**config.mk**
```make
export PLATFORM = sky130hd
export DESIGN_NAME = seq_divider_flat
export DESIGN_NICKNAME = d
export VERILOG_FILES = /design/src/rtl/seq_divider_if.sv /design/src/rtl/seq_divider.sv /design/src/flat_wrapper.sv
export SDC_FILE = /design/constraint.sdc
export NUM_CORES = 1
export LEC_CHECK = 0
export BUFFER_PORTS_ARGS = -buffer_cell sky130_fd_sc_hd__buf_4
export CAP_MARGIN = 20
export CORE_MARGIN = 1.5
export CORE_UTILIZATION = 61
export CTS_BUF_LIST = sky130_fd_sc_hd__clkbuf_8 sky130_fd_sc_hd__clkbuf_16
export CTS_CLUSTER_DIAMETER = 30
export CTS_CLUSTER_SIZE = 8
export DETAILED_ROUTE_END_ITERATION = 7
export GPL_TIMING_DRIVEN = 1
export PLACE_DENSITY_LB_ADDON = 0.3
export REMOVE_ABC_BUFFERS = 1
export SETUP_SLACK_MARGIN = 0.5
export SLEW_MARGIN = 0
export SYNTH_ARGS = -nofsm -noshare
export SYNTH_HDL_FRONTEND = slang
export SYNTH_SLANG_ARGS = --single-unit
```
**constraint.sdc**
```tcl
create_clock -name clk -period 6.5 [get_ports clk]
set_input_delay 0.65 -clock clk [delete_from_list [all_inputs] [get_ports clk]]
set_output_delay 0.65 -clock clk [all_outputs]
set_load 0.02 [all_outputs]
```
**src/rtl/seq_divider_if.sv**
```systemverilog
// Operand/result handshake bundle for seq_divider: valid/ready in, valid/ready out.
// master drives operands and consumes results; slave is the divider.
interface seq_divider_if #(
    parameter int N = 16
);
    logic             in_valid;
    logic             in_ready;
    logic [2*N-1:0]   Dividend;
    logic [N-1:0]     Divisor;
    logic             out_valid;
    logic             out_ready;
    logic [N-1:0]     Quotient;
    logic [N-1:0]     Remainder;
    logic             overflow;
    logic             div_by_zero;

    modport master (
        output in_valid, Dividend, Divisor, out_ready,
        input  in_ready, out_valid, Quotient, Remainder, overflow, div_by_zero
    );

    modport slave (
        input  in_valid, Dividend, Divisor, out_ready,
        output in_ready, out_valid, Quotient, Remainder, overflow, div_by_zero
    );
endinterface

```
**src/rtl/seq_divider.sv**
```systemverilog
// Restoring radix-2 divider: 2N-bit dividend / N-bit divisor, one quotient bit per clock.
// Divide-by-zero and quotient overflow are detected at accept and skip the iteration.
module seq_divider #(
    parameter int N = 16
) (
    input  logic          clk,
    input  logic          rst,
    seq_divider_if.slave  bus
);
    localparam int CW = (N > 1) ? $clog2(N) : 1;

    typedef enum logic [1:0] {
        IDLE,
        CALC,
        DONE
    } state_t;

    state_t          state_reg;
    logic [N:0]      r_reg;
    logic [N-1:0]    q_reg;
    logic [N-1:0]    divisor_reg;
    logic [CW-1:0]   count_reg;
    logic            ovf_pend_reg;
    logic            dz_pend_reg;

    logic            in_ready_reg;
    logic            out_valid_reg;
    logic [N-1:0]    quotient_reg;
    logic [N-1:0]    remainder_reg;
    logic            overflow_reg;
    logic            div_by_zero_reg;

    // One restoring step: shift {R,Q} left, trial-subtract the divisor with an
    // extra guard bit so the top bit of the difference is the borrow.
    logic [N:0]      shift_r;
    logic [N+1:0]    trial;
    logic            borrow;

    assign shift_r = {r_reg[N-1:0], q_reg[N-1]};
    assign trial   = {1'b0, shift_r} - {2'b00, divisor_reg};
    assign borrow  = trial[N+1];

    always_ff @(posedge clk or posedge rst) begin
        if (rst) begin
            state_reg       <= IDLE;
            r_reg           <= '0;
            q_reg           <= '0;
            divisor_reg     <= '0;
            count_reg       <= '0;
            ovf_pend_reg    <= 1'b0;
            dz_pend_reg     <= 1'b0;
            in_ready_reg    <= 1'b0;
            out_valid_reg   <= 1'b0;
            quotient_reg    <= '0;
            remainder_reg   <= '0;
            overflow_reg    <= 1'b0;
            div_by_zero_reg <= 1'b0;
        end else begin
            case (state_reg)
                IDLE: begin
                    out_valid_reg <= 1'b0;
                    if (bus.in_valid && in_ready_reg) begin
                        in_ready_reg <= 1'b0;
                        divisor_reg  <= bus.Divisor;
                        count_reg    <= '0;
                        if (bus.Divisor == '0) begin
                            state_reg    <= DONE;
                            dz_pend_reg  <= 1'b1;
                            ovf_pend_reg <= 1'b0;
                            q_reg        <= '1;
                            r_reg        <= {1'b0, bus.Dividend[N-1:0]};
                        end else if (bus.Dividend[2*N-1:N] >= bus.Divisor) begin
                            state_reg    <= DONE;
                            dz_pend_reg  <= 1'b0;
                            ovf_pend_reg <= 1'b1;
                            q_reg        <= '1;
                            r_reg        <= {1'b0, bus.Dividend[N-1:0]};
                        end else begin
                            state_reg    <= CALC;
                            dz_pend_reg  <= 1'b0;
                            ovf_pend_reg <= 1'b0;
                            q_reg        <= bus.Dividend[N-1:0];
                            r_reg        <= {1'b0, bus.Dividend[2*N-1:N]};
                        end
                    end else begin
                        in_ready_reg <= 1'b1;
                    end
                end

                CALC: begin
                    in_ready_reg <= 1'b0;
                    if (borrow) begin
                        r_reg <= shift_r;
                        q_reg <= {q_reg[N-2:0], 1'b0};
                    end else begin
                        r_reg <= trial[N:0];
                        q_reg <= {q_reg[N-2:0], 1'b1};
                    end
                    count_reg <= count_reg + CW'(1);
                    if (count_reg == CW'(N - 1)) begin
                        state_reg <= DONE;
                    end
                end

                DONE: begin
                    in_ready_reg <= 1'b0;
                    // First DONE cycle publishes the result; outputs then stay
                    // frozen until the consumer takes them.
                    if (!out_valid_reg) begin
                        out_valid_reg   <= 1'b1;
                        quotient_reg    <= q_reg;
                        remainder_reg   <= r_reg[N-1:0];
                        overflow_reg    <= ovf_pend_reg;
                        div_by_zero_reg <= dz_pend_reg;
                    end else if (bus.out_ready) begin
                        out_valid_reg <= 1'b0;
                        in_ready_reg  <= 1'b1;
                        state_reg     <= IDLE;
                    end
                end

                default: begin
                    state_reg     <= IDLE;
                    in_ready_reg  <= 1'b0;
                    out_valid_reg <= 1'b0;
                end
            endcase
        end
    end

    assign bus.in_ready    = in_ready_reg;
    assign bus.out_valid   = out_valid_reg;
    assign bus.Quotient    = quotient_reg;
    assign bus.Remainder   = remainder_reg;
    assign bus.overflow    = overflow_reg;
    assign bus.div_by_zero = div_by_zero_reg;
endmodule

```
**src/flat_wrapper.sv**
```systemverilog
// flat-port wrapper written by rule: the top's interface ports become plain ports
module seq_divider_flat 
#(
    parameter int N = 16
)
  (clk, rst, bus_in_valid, bus_Dividend, bus_Divisor, bus_out_ready, bus_in_ready, bus_out_valid, bus_Quotient, bus_Remainder, bus_overflow, bus_div_by_zero);
  seq_divider_if #(.N(N)) bus_i ();
  input  logic clk;
  input  logic rst;
  input wire logic [$bits(bus_i.in_valid)-1:0] bus_in_valid;
  input wire logic [$bits(bus_i.Dividend)-1:0] bus_Dividend;
  input wire logic [$bits(bus_i.Divisor)-1:0] bus_Divisor;
  input wire logic [$bits(bus_i.out_ready)-1:0] bus_out_ready;
  output wire logic [$bits(bus_i.in_ready)-1:0] bus_in_ready;
  output wire logic [$bits(bus_i.out_valid)-1:0] bus_out_valid;
  output wire logic [$bits(bus_i.Quotient)-1:0] bus_Quotient;
  output wire logic [$bits(bus_i.Remainder)-1:0] bus_Remainder;
  output wire logic [$bits(bus_i.overflow)-1:0] bus_overflow;
  output wire logic [$bits(bus_i.div_by_zero)-1:0] bus_div_by_zero;
  assign bus_i.in_valid = bus_in_valid;
  assign bus_i.Dividend = bus_Dividend;
  assign bus_i.Divisor = bus_Divisor;
  assign bus_i.out_ready = bus_out_ready;
  assign bus_in_ready = bus_i.in_ready;
  assign bus_out_valid = bus_i.out_valid;
  assign bus_Quotient = bus_i.Quotient;
  assign bus_Remainder = bus_i.Remainder;
  assign bus_overflow = bus_i.overflow;
  assign bus_div_by_zero = bus_i.div_by_zero;
  seq_divider #(.N(N)) u_core (.clk(clk), .rst(rst), .bus(bus_i));
endmodule
```
## Yosys cells after proc, flatten, opt, wreduce, memory -nomap -nowiden

Index checks and enable logic that the tools add are counted.

- Divide/modulo/power cells: 0
- Muxes and demuxes: 29
- Equal/unequal tests: 7
- Bitwise operators: 1
- Shift operators: 0
- $add $sub $neg: 2
- $mul: 0
- Reduce and logical (&&, ||, !) cells: 8
- $lt $le $gt $ge: 1

Operator list:

| kind | count |
|---|---|
| 16-bit 2-to-1 mux | 7 |
| 16-bit case mux with 2 select lines | 2 |
| 17-bit by 16-bit subtractor with 18-bit output | 1 |
| 16-bit greater-or-equal comparator | 1 |
| 16-bit zero test | 1 |
| 2-bit 2-to-1 mux | 6 |
| 1-bit 2-to-1 mux | 9 |
| 4-bit case mux with 2 select lines | 1 |
| 2-bit by 1-bit inequality test with 1-bit output, second input constant | 3 |
| 2-bit case mux with 3 select lines | 1 |
| 2-bit AND reduction | 3 |
| 4-bit by 1-bit adder with 4-bit output, second input constant | 1 |
| 4-bit equality test, second input constant | 1 |
| 4-bit 2-to-1 mux | 1 |
| 1-bit case mux with 2 select lines | 2 |
| 4-bit AND reduction | 1 |
| 2-bit by 1-bit equality test with 1-bit output, second input constant | 1 |
| 2-bit equality test, second input constant | 1 |
| 2-bit zero test | 1 |
| 2-bit inequality test, second input constant | 1 |
| 2-bit nonzero test | 1 |
| 1-bit logical AND | 1 |
| 1-bit inverter | 1 |

- RAM bits: 0
- Bits in read-only memories: 0
- Input bits: 52
- Latch bits: 0
- Output and inout port bits: 36
- Logic and storage cells: 61
- Register bits after elaboration: 92
- Memories: 0

## Depth between registers and ports, before layout

Gate-level depths: netlist of run 1.

- Depth in word-level cells: 5
- Gate-level depth with buffers: 12
- Mapped depth without buffers: 12

## Least setup slack after synthesis of run 1

No wires, ideal clock.

- Path kind: input to register
- From: input bus_Divisor[15]
- To: register u_core.r_reg[1]
- Required time: 6.363 ns
- Data arrival time: 2.474 ns
- Setup slack: 3.889 ns
- Buffers on the path: 1
- Setup time: 0.137 ns
- Stages on the path: 9
- Cells stage by stage: inv_1 > ha_1 > nand4_1 > or3_1 > o211ai_2 > buf_4 > mux2_2 > o22ai_1 > a21oi_1

- Cells in the longest elaborated chain, start to end: 5
- Elaborated cells on any way between the ends: 6
- Those cells by class: order compare: 1; mux: 4; reduce/logical: 1

Ends and longest elaborated chain:

| element | line | source |
|---|---|---|
| start: declaration | flat_wrapper.sv:12 | `input wire logic [$bits(bus_i.Divisor)-1:0] bus_Divisor;` |
| 16-bit greater-or-equal comparator | seq_divider.sv:72 | `end else if (bus.Dividend[2*N-1:N] >= bus.Divisor) begin` |
| 16-bit 2-to-1 mux | seq_divider.sv:72 |  |
| 16-bit 2-to-1 mux (*) | seq_divider.sv:66 | `if (bus.Divisor == '0) begin` |
| 16-bit 2-to-1 mux (*) | seq_divider.sv:62 | `if (bus.in_valid && in_ready_reg) begin` |
| 16-bit case mux with 2 select lines (*) | seq_divider.sv:59 | `case (state_reg)` |
| end signal: assignment | seq_divider.sv:71 | `r_reg <= {1'b0, bus.Dividend[N-1:0]};` |
| end signal: assignment | seq_divider.sv:77 | `r_reg <= {1'b0, bus.Dividend[N-1:0]};` |
| end signal: assignment | seq_divider.sv:83 | `r_reg <= {1'b0, bus.Dividend[2*N-1:N]};` |
| end: declaration | seq_divider.sv:19 | `logic [N:0] r_reg;` |

Every way passes the cells marked *; elsewhere a longest branch is shown, timed or not. The select of a mux whose other input is x is not followed.
A chain may end at the register's enable or synchronous reset.

## Final worst setup path of run 1

- From: register u_core.q_reg[15]
- To: register u_core.r_reg[14]

- Cells in the longest elaborated chain, start to end: 3

Ends and longest elaborated chain:

| element | line | source |
|---|---|---|
| start: declaration | seq_divider.sv:20 | `logic [N-1:0] q_reg;` |
| start signal: assignment | seq_divider.sv:82 | `q_reg <= bus.Dividend[N-1:0];` |
| start signal: assignment | seq_divider.sv:94 | `q_reg <= {q_reg[N-2:0], 1'b0};` |
| start signal: assignment | seq_divider.sv:97 | `q_reg <= {q_reg[N-2:0], 1'b1};` |
| 17-bit by 16-bit subtractor with 18-bit output | seq_divider.sv:40 | `assign trial = {1'b0, shift_r} - {2'b00, divisor_reg};` |
| 16-bit 2-to-1 mux | seq_divider.sv:92 | `if (borrow) begin` |
| 16-bit case mux with 2 select lines | seq_divider.sv:59 |  |
| end signal: assignment | seq_divider.sv:71 |  |
| end signal: assignment | seq_divider.sv:93 | `r_reg <= shift_r;` |
| end signal: assignment | seq_divider.sv:96 | `r_reg <= trial[N:0];` |

No other way between the ends.

==> results of run 1 <==
[placed cells by master, fill, tap and decap left out, drive strengths merged, types with 3 or more instances in the layout]
cell type	synthesis	routed
clkbuf	20	9
a21oi	31	31
nand3	3	3
xor2	4	4
nor4	4	4
nor2	29	29
dfrtp	92	92
nand4	3	3
mux2i	18	18
buf	4	92
a221oi	10	10
o22ai	8	8
inv	38	39
a31oi	3	3
o31ai	17	17
nor3	26	26
a211oi	3	3
xnor2	6	6
nand2b	4	4
o21ai	41	41
a21o	7	7
nand2	58	58
mux2	41	41
ha	33	33
nor2b	5	5
[final cells by class]
cell class	count	area [sq um]	area share, %
clock buffers	9	123.9	2.018
well taps	105	131.4	2.140
flip-flops and latches	92	2302	37.51
clock inverters	6	95.09	1.549
inverters	38	143.9	2.344
repair buffers	92	690.7	11.25
multi-input cells	374	2651	43.19
[routing by layer]
layer / GRT usage [%] / routed length [um] / vias to the layer above
met5: 0 / 0 / -
met4: 15.05 / 439 / 0
met3: 3.987 / 873 / 39
met2: 47.81 / 6119 / 204
met1: 40.89 / 5548 / 2150
li1: - / - / 2032
[worst max-delay path, delay by kind of cell, from the launching register on]
| kind | cells | cell delay (ns) |
|---|---|---|
| compound gates | 7 | 1.56 |
| fa+ha+maj | 2 | 0.60 |
| flops | 1 | 0.45 |
| xor+xnor | 1 | 0.18 |
| buf+inv | 2 | 0.16 |
[cell families after synthesis]
kind of cell / after synthesis / share of synthesized area [%]
multiplexers: 59 / 12.45
AND/OR/NAND/NOR: 141 / 12.16
flip-flops: 92 / 44.41
XOR/XNOR: 10 / 1.690
AO/OA/AOI/OAI: 130 / 16.20
buffers and inverters: 62 / 4.731
adder cells (fa/ha/maj): 34 / 8.352
[per-stage QoR]
stage	worst slack [ns]	power (mW)	cells	hold slack, ns
2_1_floorplan	1.820	2.454	504	0.4500
3_3_place_gp	3.649	2.927	701	0.4700
3_5_place_dp	3.541	3.016	701	0.4814
4_1_cts	3.486	3.476	716	0.3628
5_1_grt	3.312	3.741	716	0.3921
6_report	3.439	3.491	716	0.3540
[final timing paths]
path	endpoint	slack, ns	from
worst min register to register	u_core.ovf_pend_reg$_DFFE_PP0P_	0.50	u_core.ovf_pend_reg$_DFFE_PP0P_
worst max register to register	u_core.r_reg[14]$_DFFE_PP0P_	3.44	u_core.q_reg[15]$_DFFE_PP0P_
worst min-delay path	u_core.q_reg[6]$_DFFE_PP0P_	0.35	rst
worst max-delay path	u_core.r_reg[14]$_DFFE_PP0P_	3.44	u_core.q_reg[15]$_DFFE_PP0P_
max in group asynchronous	u_core.r_reg[8]$_DFFE_PP0P_	5.03	rst
min in group clk	u_core.ovf_pend_reg$_DFFE_PP0P_	0.50	u_core.ovf_pend_reg$_DFFE_PP0P_
[power by group through the flow]
stage               combinational, mW  clock (mW)  sequential (mW)
CTS                              1.99       0.434             1.05
global placement                 1.88           0             1.05
detailed placement               1.95           0             1.06
global route                     2.19       0.460             1.09
floorplan                        1.32           0             1.13
finish                           2.01       0.429             1.05
==> flow_summary_export.csv, run 1 <==
group,metric,value,unit
synth,yosysMostFrequentCell,"dfrtp_1",
placement,placed_area,0.005919,sq mm
floorplanning,start_util,63.09,%
clock_tree,path_clk_slew,0.10,ns
power,power.share.sequential,30.2,%
power,p_leak,2.781,nW
route,dr.pass1.iters,5,
sta,fin_crit,3.061,ns
synth,synth.distinct_cells,51,
global_routing,grt_pass1_wl,20610,um
clock_tree,clock-sinks,92,
final_layout,nets,693,
route,drt_iter0_markers,287,
synth,synthArstFlopShare,100.0,%
clock_tree,ctsResizeCount,0,
sta,setup_violations,0,
route,wl,12980,um
global_routing,grt_max_degree,70,
placement,io_buffers,87,
floorplanning,die_y,95.19,um
synth,ys_seq_area_share,44.41,%
critical_path,crit_chain,"inv_1, ha_1, inv_1, fa_1, a211oi_1, o21bai_1, o31a_1, a21o_1, o21ai_1, a31oi_1, xor2_1, a221o_1",
floorplanning,design.die.area,0.009060,sq mm
global_routing,grt_pass1_vias,4250,
power,irDropWorstVdd,0.0002852,V
critical_path,reg2regPathDepth,12,
synth,avgSynthCellArea,9.818,sq um
placement,dpl.hpwl,9187,um
sta,fin_skew,0.008460,ns
synth,yosysTopAreaCellShare,44.41,%
synth,ys_warn_count,0,
global_routing,grtUsageTotal,30.23,%
power,clkPwrFrac,12.3,%
final_layout,drive_gt1_share,26.19,%
critical_path,critPathMaxFanout,3,
critical_path,cp.required,6.74,ns
route,vias,4425,
run,max_cap_violations,0,
run_status,status,"finished, final reports clean",
sta,post-route-period-util,47.09,%
floorplanning,num_io_pins,88,
final_layout,fin_area,0.006138,sq mm
sta,hold_viol,0,
clock_tree,post_cts_buffers,0,
power,swShare,43.80,%
power,p_per_area,568.7,mW/mm^2
critical_path,cp_data_arrival_time,3.30,ns
sta,rsz0062_at_grt,"no",
sta,slew_violations,0,
sta,maxSlewHeadroom,31.38,%
synth,netlist_instances,528,
power,cellInternalPower,1.962,mW
worst_hold_path,hp-class,"in2async",
placement,place_congestion,0.8725,
final_layout,num_antenna_cells,0,
clock_tree,worstSkewPairLatency,0.36,ns
clock_tree,htree_levels,3,
global_routing,grt_antenna_before_repair,0,
power,p_sw,1.529,mW
sta,worstMarginPinSlew,1.028,ns
route,drcViolationCount,0,
critical_path,cp_slowest_cell,"dfrtp_1",
route,final_antenna_net_count,0,
synth,synth_common_cells,"dfrtp_1 (92), nand2_1 (58), mux2_2 (40)",
clock_tree,clockBufferDepth,2,
critical_path,critical_path.max_stage_delay,0.45,ns
synth,syn_area,0.005184,sq mm
final_layout,final_util,74.71,%
critical_path,start_kind,"flop",
critical_path,critical_path_class,"reg2reg",
sta,fmax,326.7,MHz
clock_tree,root_buffer,"clkbuf_8",
synth,synthTopCellsByArea,"dfrtp_1 (44%), mux2_2 (8.7%), ha_1 (8.0%)",
global_routing,grt-ovfl-total,0,
route,vias_per_cell,6.180,
route,routedWlPerCell,18.13,um
synth,synth_edf_count,0,
final_layout,nFillCells,595,
power,share_comb_of_total_power,57.5,%
synth,synth_area_leader_cell,"dfrtp_1",
synth,ys_ff_latch,92,
critical_path,endpoint_kind,"flop",
floorplanning,rows,33,
synth,ys_dominant_reg_cell,"dfrtp_1",
sta,setup_tns,0,ns
floorplanning,coreArea,0.008217,sq mm
critical_path,crit_path_frequent_cell,"inv_1",
clock_tree,cts_hold_buffers,0,
clock_tree,cts_inserted_buffers,9,
clock_tree,cts_tree,"done",
floorplanning,dieWidth,95.19,um
final_layout,syn_to_final_growth,18.42,%
(Power assumes the default switching activity.)
==> run 2, diff against run 1 <==
--- a/config.mk
+++ b/config.mk
@@ -8,7 +8,7 @@
 export BUFFER_PORTS_ARGS = -buffer_cell sky130_fd_sc_hd__buf_4
 export CAP_MARGIN = 20
 export CORE_MARGIN = 1.5
-export CORE_UTILIZATION = 61
+export CORE_UTILIZATION = 57
 export CTS_BUF_LIST = sky130_fd_sc_hd__clkbuf_8 sky130_fd_sc_hd__clkbuf_16
 export CTS_CLUSTER_DIAMETER = 30
 export CTS_CLUSTER_SIZE = 8
==> constraint.sdc (replaced) <==
create_clock -name clk -period 3.2 [get_ports clk]
set_input_delay 0.32 -clock clk [delete_from_list [all_inputs] [get_ports clk]]
set_output_delay 0.32 -clock clk [all_outputs]
set_load 0.02 [all_outputs]
==> flow_summary_export.csv, run 2 (synthesis gave the netlist of run 1 again) <==
group,metric,value,unit
run_status,status,"finished, final reports clean",
critical_path,r2r_end,"u_core.r_reg[14]$_DFFE_PP0P_",
sta,post-route-period-util,84.62,%
sta,maxSlewHeadroom,30.46,%
global_routing,grt_max_degree,91,
sta,setup_tns,0,ns
worst_hold_path,hp-class,"in2reg",
sta,setup_violations,0,
clock_tree,path_clk_slew,0.11,ns
route,wl,13430,um
worst_hold_path,whs_path_depth,3,
sta,fmax,369.3,MHz
final_layout,syn_to_final_growth,24.11,%
run,max_cap_violations,0,
final_layout,num_antenna_cells,0,
critical_path,reg2regPathDepth,12,
floorplanning,dieWidth,98.37,um
critical_path,cp_data_arrival_time,2.98,ns
floorplanning,coreArea,0.008763,sq mm
final_layout,layout_common_cells,"buf_4 (109), dfrtp_1 (89), nand2_1 (58)",
route,drt_iter0_markers,286,
sta,worstMarginPinSlew,1.040,ns
global_routing,grt_pass1_vias,4407,
floorplanning,rows,34,
critical_path,critical_path_class,"reg2reg",
critical_path,r2r_slack,0.49,ns
critical_path,cp.required,3.47,ns
critical_path,critPathLaunch,"u_core.q_reg[15]$_DFFE_PP0P_",
sta,rsz0062_at_grt,"yes",
route,drcViolationCount,0,
final_layout,drive_gt1_share,31.96,%
final_layout,final_common_cell,"buf_4",
critical_path,rr_startpoint,"u_core.q_reg[15]$_DFFE_PP0P_",
floorplanning,start_util,59.15,%
power,irDropWorstVdd,0.0005323,V
clock_tree,cts_tree,"done",
clock_tree,clockBufferDepth,2,
route,dr.pass1.iters,7,
route,routedWlPerCell,18.15,um
sta,hold_viol,0,
sta,slew_violations,0,
critical_path,endpoint_kind,"flop",
clock_tree,worstSkewPairLatency,0.38,ns
placement,dp_cells,707,
floorplanning,die_y,98.37,um
final_layout,instances_no_fill,740,
route,final_antenna_net_count,0,
placement,place_congestion,0.8785,
power,p_leak,2.885,nW
clock_tree,cts_inserted_buffers,9,
route,vias,4476,
global_routing,grt_pass1_wl,21750,um
critical_path,worstSetupEndpoint,"u_core.r_reg[14]$_DFFE_PP0P_",
route,vias_per_cell,6.049,
clock_tree,root_buffer,"clkbuf_8",
clock_tree,htree_levels,3,
final_layout,nets,713,
placement,dpl.hpwl,9167,um
global_routing,grtUsageTotal,28.27,%
floorplanning,design.die.area,0.009676,sq mm
placement,io_buffers,87,
critical_path,start_kind,"flop",
critical_path,critPathMaxFanout,3,
sta,fin_crit,2.708,ns
power,p_per_area,1171,mW/mm^2
global_routing,grt_antenna_before_repair,0,
floorplanning,num_io_pins,88,
sta,fin_skew,0.01117,ns
clock_tree,clock-sinks,92,
global_routing,grt-ovfl-total,0,
-- run 2: cell count changes in the layout (fill, tap and decap cells not counted), moves of 3 or more --
cell      previous run  this run
a221oi_2             1         4
dfrtp_2              0         3
a221oi_1             9         6
ha_4                 0         6
buf_4               92       109
ha_1                33        26
dfrtp_1             92        89
-- run 2: worst min path at each step --
| stage | startpoint | to | slack, ns |
|---|---|---|---|
| 5_1_grt | bus_Divisor[7] | u_core.divisor_reg[7]$_DFFE_PP0P_ | 0.17 |
| 3_3_place_gp | rst | u_core.bus.Quotient[11]$_DFFE_PP0P_ | 0.18 |
| 2_1_floorplan | bus_Divisor[0] | u_core.divisor_reg[0]$_DFFE_PP0P_ | 0.43 |
| 3_5_place_dp | rst | u_core.bus.Quotient[11]$_DFFE_PP0P_ | 0.19 |
| 4_1_cts | bus_Divisor[0] | u_core.divisor_reg[0]$_DFFE_PP0P_ | 0.16 |
| 6_report | bus_Divisor[14] | u_core.divisor_reg[14]$_DFFE_PP0P_ | 0.17 |
-- run 2: per-stage QoR --
stage                     utilization, %  power [mW]  area (sq um)  setup WS, ns  hold slack, ns
after detailed placement           67.99       6.120          5958        0.2837          0.1873
after global routing               73.42       8.061          6434        0.4036          0.1706
after floorplan                        -       4.985          5081        -1.314          0.4254
final                              73.42       7.532          6434        0.4923          0.1683
after global placement             67.99       5.957          5958        0.3557          0.1839
after CTS                          71.80       7.206          6292        0.5019          0.1648
-- run 2: worst max-delay path, cell delays in order (launching register included) --
cell and delay [ns]:
dfrtp_1 0.42, inv_2 0.09, ha_4 0.15, inv_2 0.04, fa_2 0.36, a211oi_2 0.19, o21bai_1 0.12, o31a_1 0.32
a21o_1 0.20, o21ai_2 0.15, a31oi_1 0.11, xor2_1 0.15, a221o_1 0.29
-- run 2: layer usage --
layer / track usage (%) / vias to the layer above / wire length (um)
li1: - / 2080 / -
met1: 38.28 / 2173 / 5767
met2: 45.26 / 185 / 6442
met3: 5.082 / 38 / 809
met4: 11.38 / 0 / 414
met5: 0 / - / 0
-- run 2: area by class of cell --
type,instances,area (sq um)
Sequential cell,92,2306
Tap cell,108,135.1
Multi-Input combinational cell,374,2783
Clock inverter,6,60.06
Clock buffer,10,137.6
Fill cell,626,2330
Timing Repair Buffer,112,868.3
Inverter,38,143.9
-- run 2: power breakdown --
group          total (mW)  leakage, nW  internal [mW]  switching, mW
registers            2.16         1.06           1.74          0.420
logic                4.58         1.73           2.17           2.41
clock network       0.794       0.0934          0.318          0.476
total                7.53         2.89           4.23           3.30
-- run 2: repair_timing --
action	CTS	global route
gates resized for setup	11	15
hold buffers	1	0
setup buffers	7	9
pin swaps	4	6
setup endpoints to repair	14	10
endpoints found under the hold margin	2	0
==> run 3, diff against run 2 <==
==> constraint.sdc (replaced) <==
create_clock -name clk -period 2.6 [get_ports clk]
set_input_delay 0.26 -clock clk [delete_from_list [all_inputs] [get_ports clk]]
set_output_delay 0.26 -clock clk [all_outputs]
set_load 0.02 [all_outputs]
==> flow_summary_export.csv, run 3 (synthesis gave the netlist of run 1 again) <==
group,metric,value,unit
run_status,status,"finished, violations left",
run_status,violations,"hold timing, setup timing",
clock_tree,clockBufferDepth,2,
global_routing,grt_busiest_layer,"met2",
sta,worst_slack,-0.04653,ns
critical_path,cp_slowest_cell,"dfrtp_1",
global_routing,grtUsageTotal,28.25,%
placement,place_congestion,0.8700,
run,max_cap_violations,0,
final_layout,drive_gt1_share,37.08,%
global_routing,grt_max_degree,93,
floorplanning,coreArea,0.008763,sq mm
worst_hold_path,hp-class,"in2async",
clock_tree,htree_levels,3,
floorplanning,num_io_pins,88,
sta,worstMarginPinSlew,0.4911,ns
global_routing,grtUsageMet1,39.08,%
clock_tree,cts_hold_buffers,0,
global_routing,grt_pass1_vias,4383,
power,p_per_area,1523,mW/mm^2
clock_tree,root_buffer,"clkbuf_8",
critical_path,critical_path.max_stage_delay,0.39,ns
clock_tree,clock-sinks,92,
critical_path,endpoint_kind,"flop",
global_routing,grt_pass1_wl,21830,um
route,wl,14110,um
sta,timing.hold.ws,-0.02057,ns
global_routing,grt-ovfl-total,0,
route,vias,4569,
sta,maxSlewHeadroom,67.26,%
placement,io_buffers,87,
placement,dpl.hpwl,9275,um
sta,hold_viol,9,
global_routing,groute.layer.met3.usage,5.011,%
critical_path,r2r_slack,-0.05,ns
sta,fin_crit,2.647,ns
route,vias_per_cell,6.028,
clock_tree,path_clk_slew,0.10,ns
global_routing,use_met2,45.94,%
floorplanning,design.die.area,0.009676,sq mm
critical_path,cp.required,2.85,ns
sta,slew_violations,0,
clock_tree,cts_tree,"done",
final_layout,final_common_cell,"buf_4",
final_layout,layout_common_cells,"buf_4 (117), dfrtp_1 (92), nand2_1 (58)",
final_layout,nets,731,
placement,placed_area,0.006101,sq mm
route,routedWlPerCell,18.61,um
final_layout,nFillCells,570,
sta,fmax,377.9,MHz
sta,setup_tns,-0.07945,ns
sta,setup_violations,3,
route,dr.pass1.iters,5,
route,drt_iter0_markers,351,
critical_path,critPathMaxFanout,5,
critical_path,crit_chain,"inv_2, ha_4, a21oi_4, nor2b_2, a211o_1, o21ai_2, a211oi_4, a21oi_4, buf_6, buf_6, mux2i_1, a21oi_1",
critical_path,critPathBufInv,3,
final_layout,num_antenna_cells,0,
critical_path,cp_data_arrival_time,2.90,ns
floorplanning,die_y,98.37,um
global_routing,grt_antenna_before_repair,0,
power,p_leak,3.026,nW
sta,fin_skew,0.009671,ns
critical_path,start_kind,"flop",
route,drcViolationCount,0,
sta,rsz0062_at_grt,"yes",
route,final_antenna_net_count,0,
final_layout,fin_area,0.006753,sq mm
power,irDropWorstVdd,0.0009661,V
clock_tree,worstSkewPairLatency,0.37,ns
sta,post-route-period-util,101.8,%
critical_path,critical_path_class,"reg2reg",
floorplanning,dieWidth,98.37,um
clock_tree,cts_inserted_buffers,9,
floorplanning,start_util,59.15,%
critical_path,crit_family,"compound AO/OA/AOI/OAI gates",
final_layout,syn_to_final_growth,30.27,%
floorplanning,rows,34,
## run 3: cell type report
type / count / area (sq um) / area share, %
well taps: 108 / 135.1 / 2.001
flip-flops and latches: 92 / 2302 / 34.09
clock buffers: 10 / 137.6 / 2.038
multi-input cells: 374 / 2910 / 43.10
clock inverters: 6 / 55.05 / 0.8153
repair buffers: 130 / 1069 / 15.82
inverters: 38 / 143.9 / 2.131
## run 3: final timing paths
check / startpoint / endpoint / cells after the start
max: u_core.divisor_reg[8]$_DFFE_PP0P_ / u_core.r_reg[1]$_DFFE_PP0P_ / 12
min: rst / u_core.bus.Quotient[10]$_DFFE_PP0P_ / 3
max reg2reg: u_core.divisor_reg[8]$_DFFE_PP0P_ / u_core.r_reg[1]$_DFFE_PP0P_ / 12
min reg2reg: u_core.ovf_pend_reg$_DFFE_PP0P_ / u_core.ovf_pend_reg$_DFFE_PP0P_ / 2
max in group asynchronous: rst / u_core.r_reg[5]$_DFFE_PP0P_ / 3
min in group clk: bus_Divisor[4] / u_core.divisor_reg[4]$_DFFE_PP0P_ / 3
## run 3: worst min-delay path, cell delays in order
cell      delay, ns
buf_4          0.11
clkinv_2       0.05
buf_12         0.38
## run 3: layer usage
layer  routed length, um  up-vias
met2                6857      191
met3                 808       33
met1                6080     2221
met5                   0        -
li1                    -     2124
met4                 358        0
## run 3: metrics by stage
| step | setup WS (ns) | utilization, % | instances | total power [mW] | hold WS, ns |
|---|---|---|---|---|---|
| floorplan | -1.914 | - | 504 | 6.135 | 0.3654 |
| global placement | 0.002898 | 69.62 | 721 | 7.647 | 0.4123 |
| detailed placement | -0.05362 | 69.62 | 721 | 7.812 | 0.4174 |
| CTS | 0.04581 | 74.20 | 748 | 9.313 | 0.01172 |
| global route | -0.1084 | 77.06 | 758 | 10.90 | 0.005953 |
| finish | -0.04653 | 77.06 | 758 | 10.28 | -0.02057 |
## run 3: power breakdown
part | switching (mW) | internal [mW]
clock network | 0.568 | 0.392
logic | 3.46 | 3.23
registers | 0.503 | 2.13
## run 3: repair_timing
action / in CTS / in global routing
pin swaps: 12 / 18
endpoints found under the setup margin: 17 / 17
resized for setup: 29 / 32
setup buffers: 11 / 10
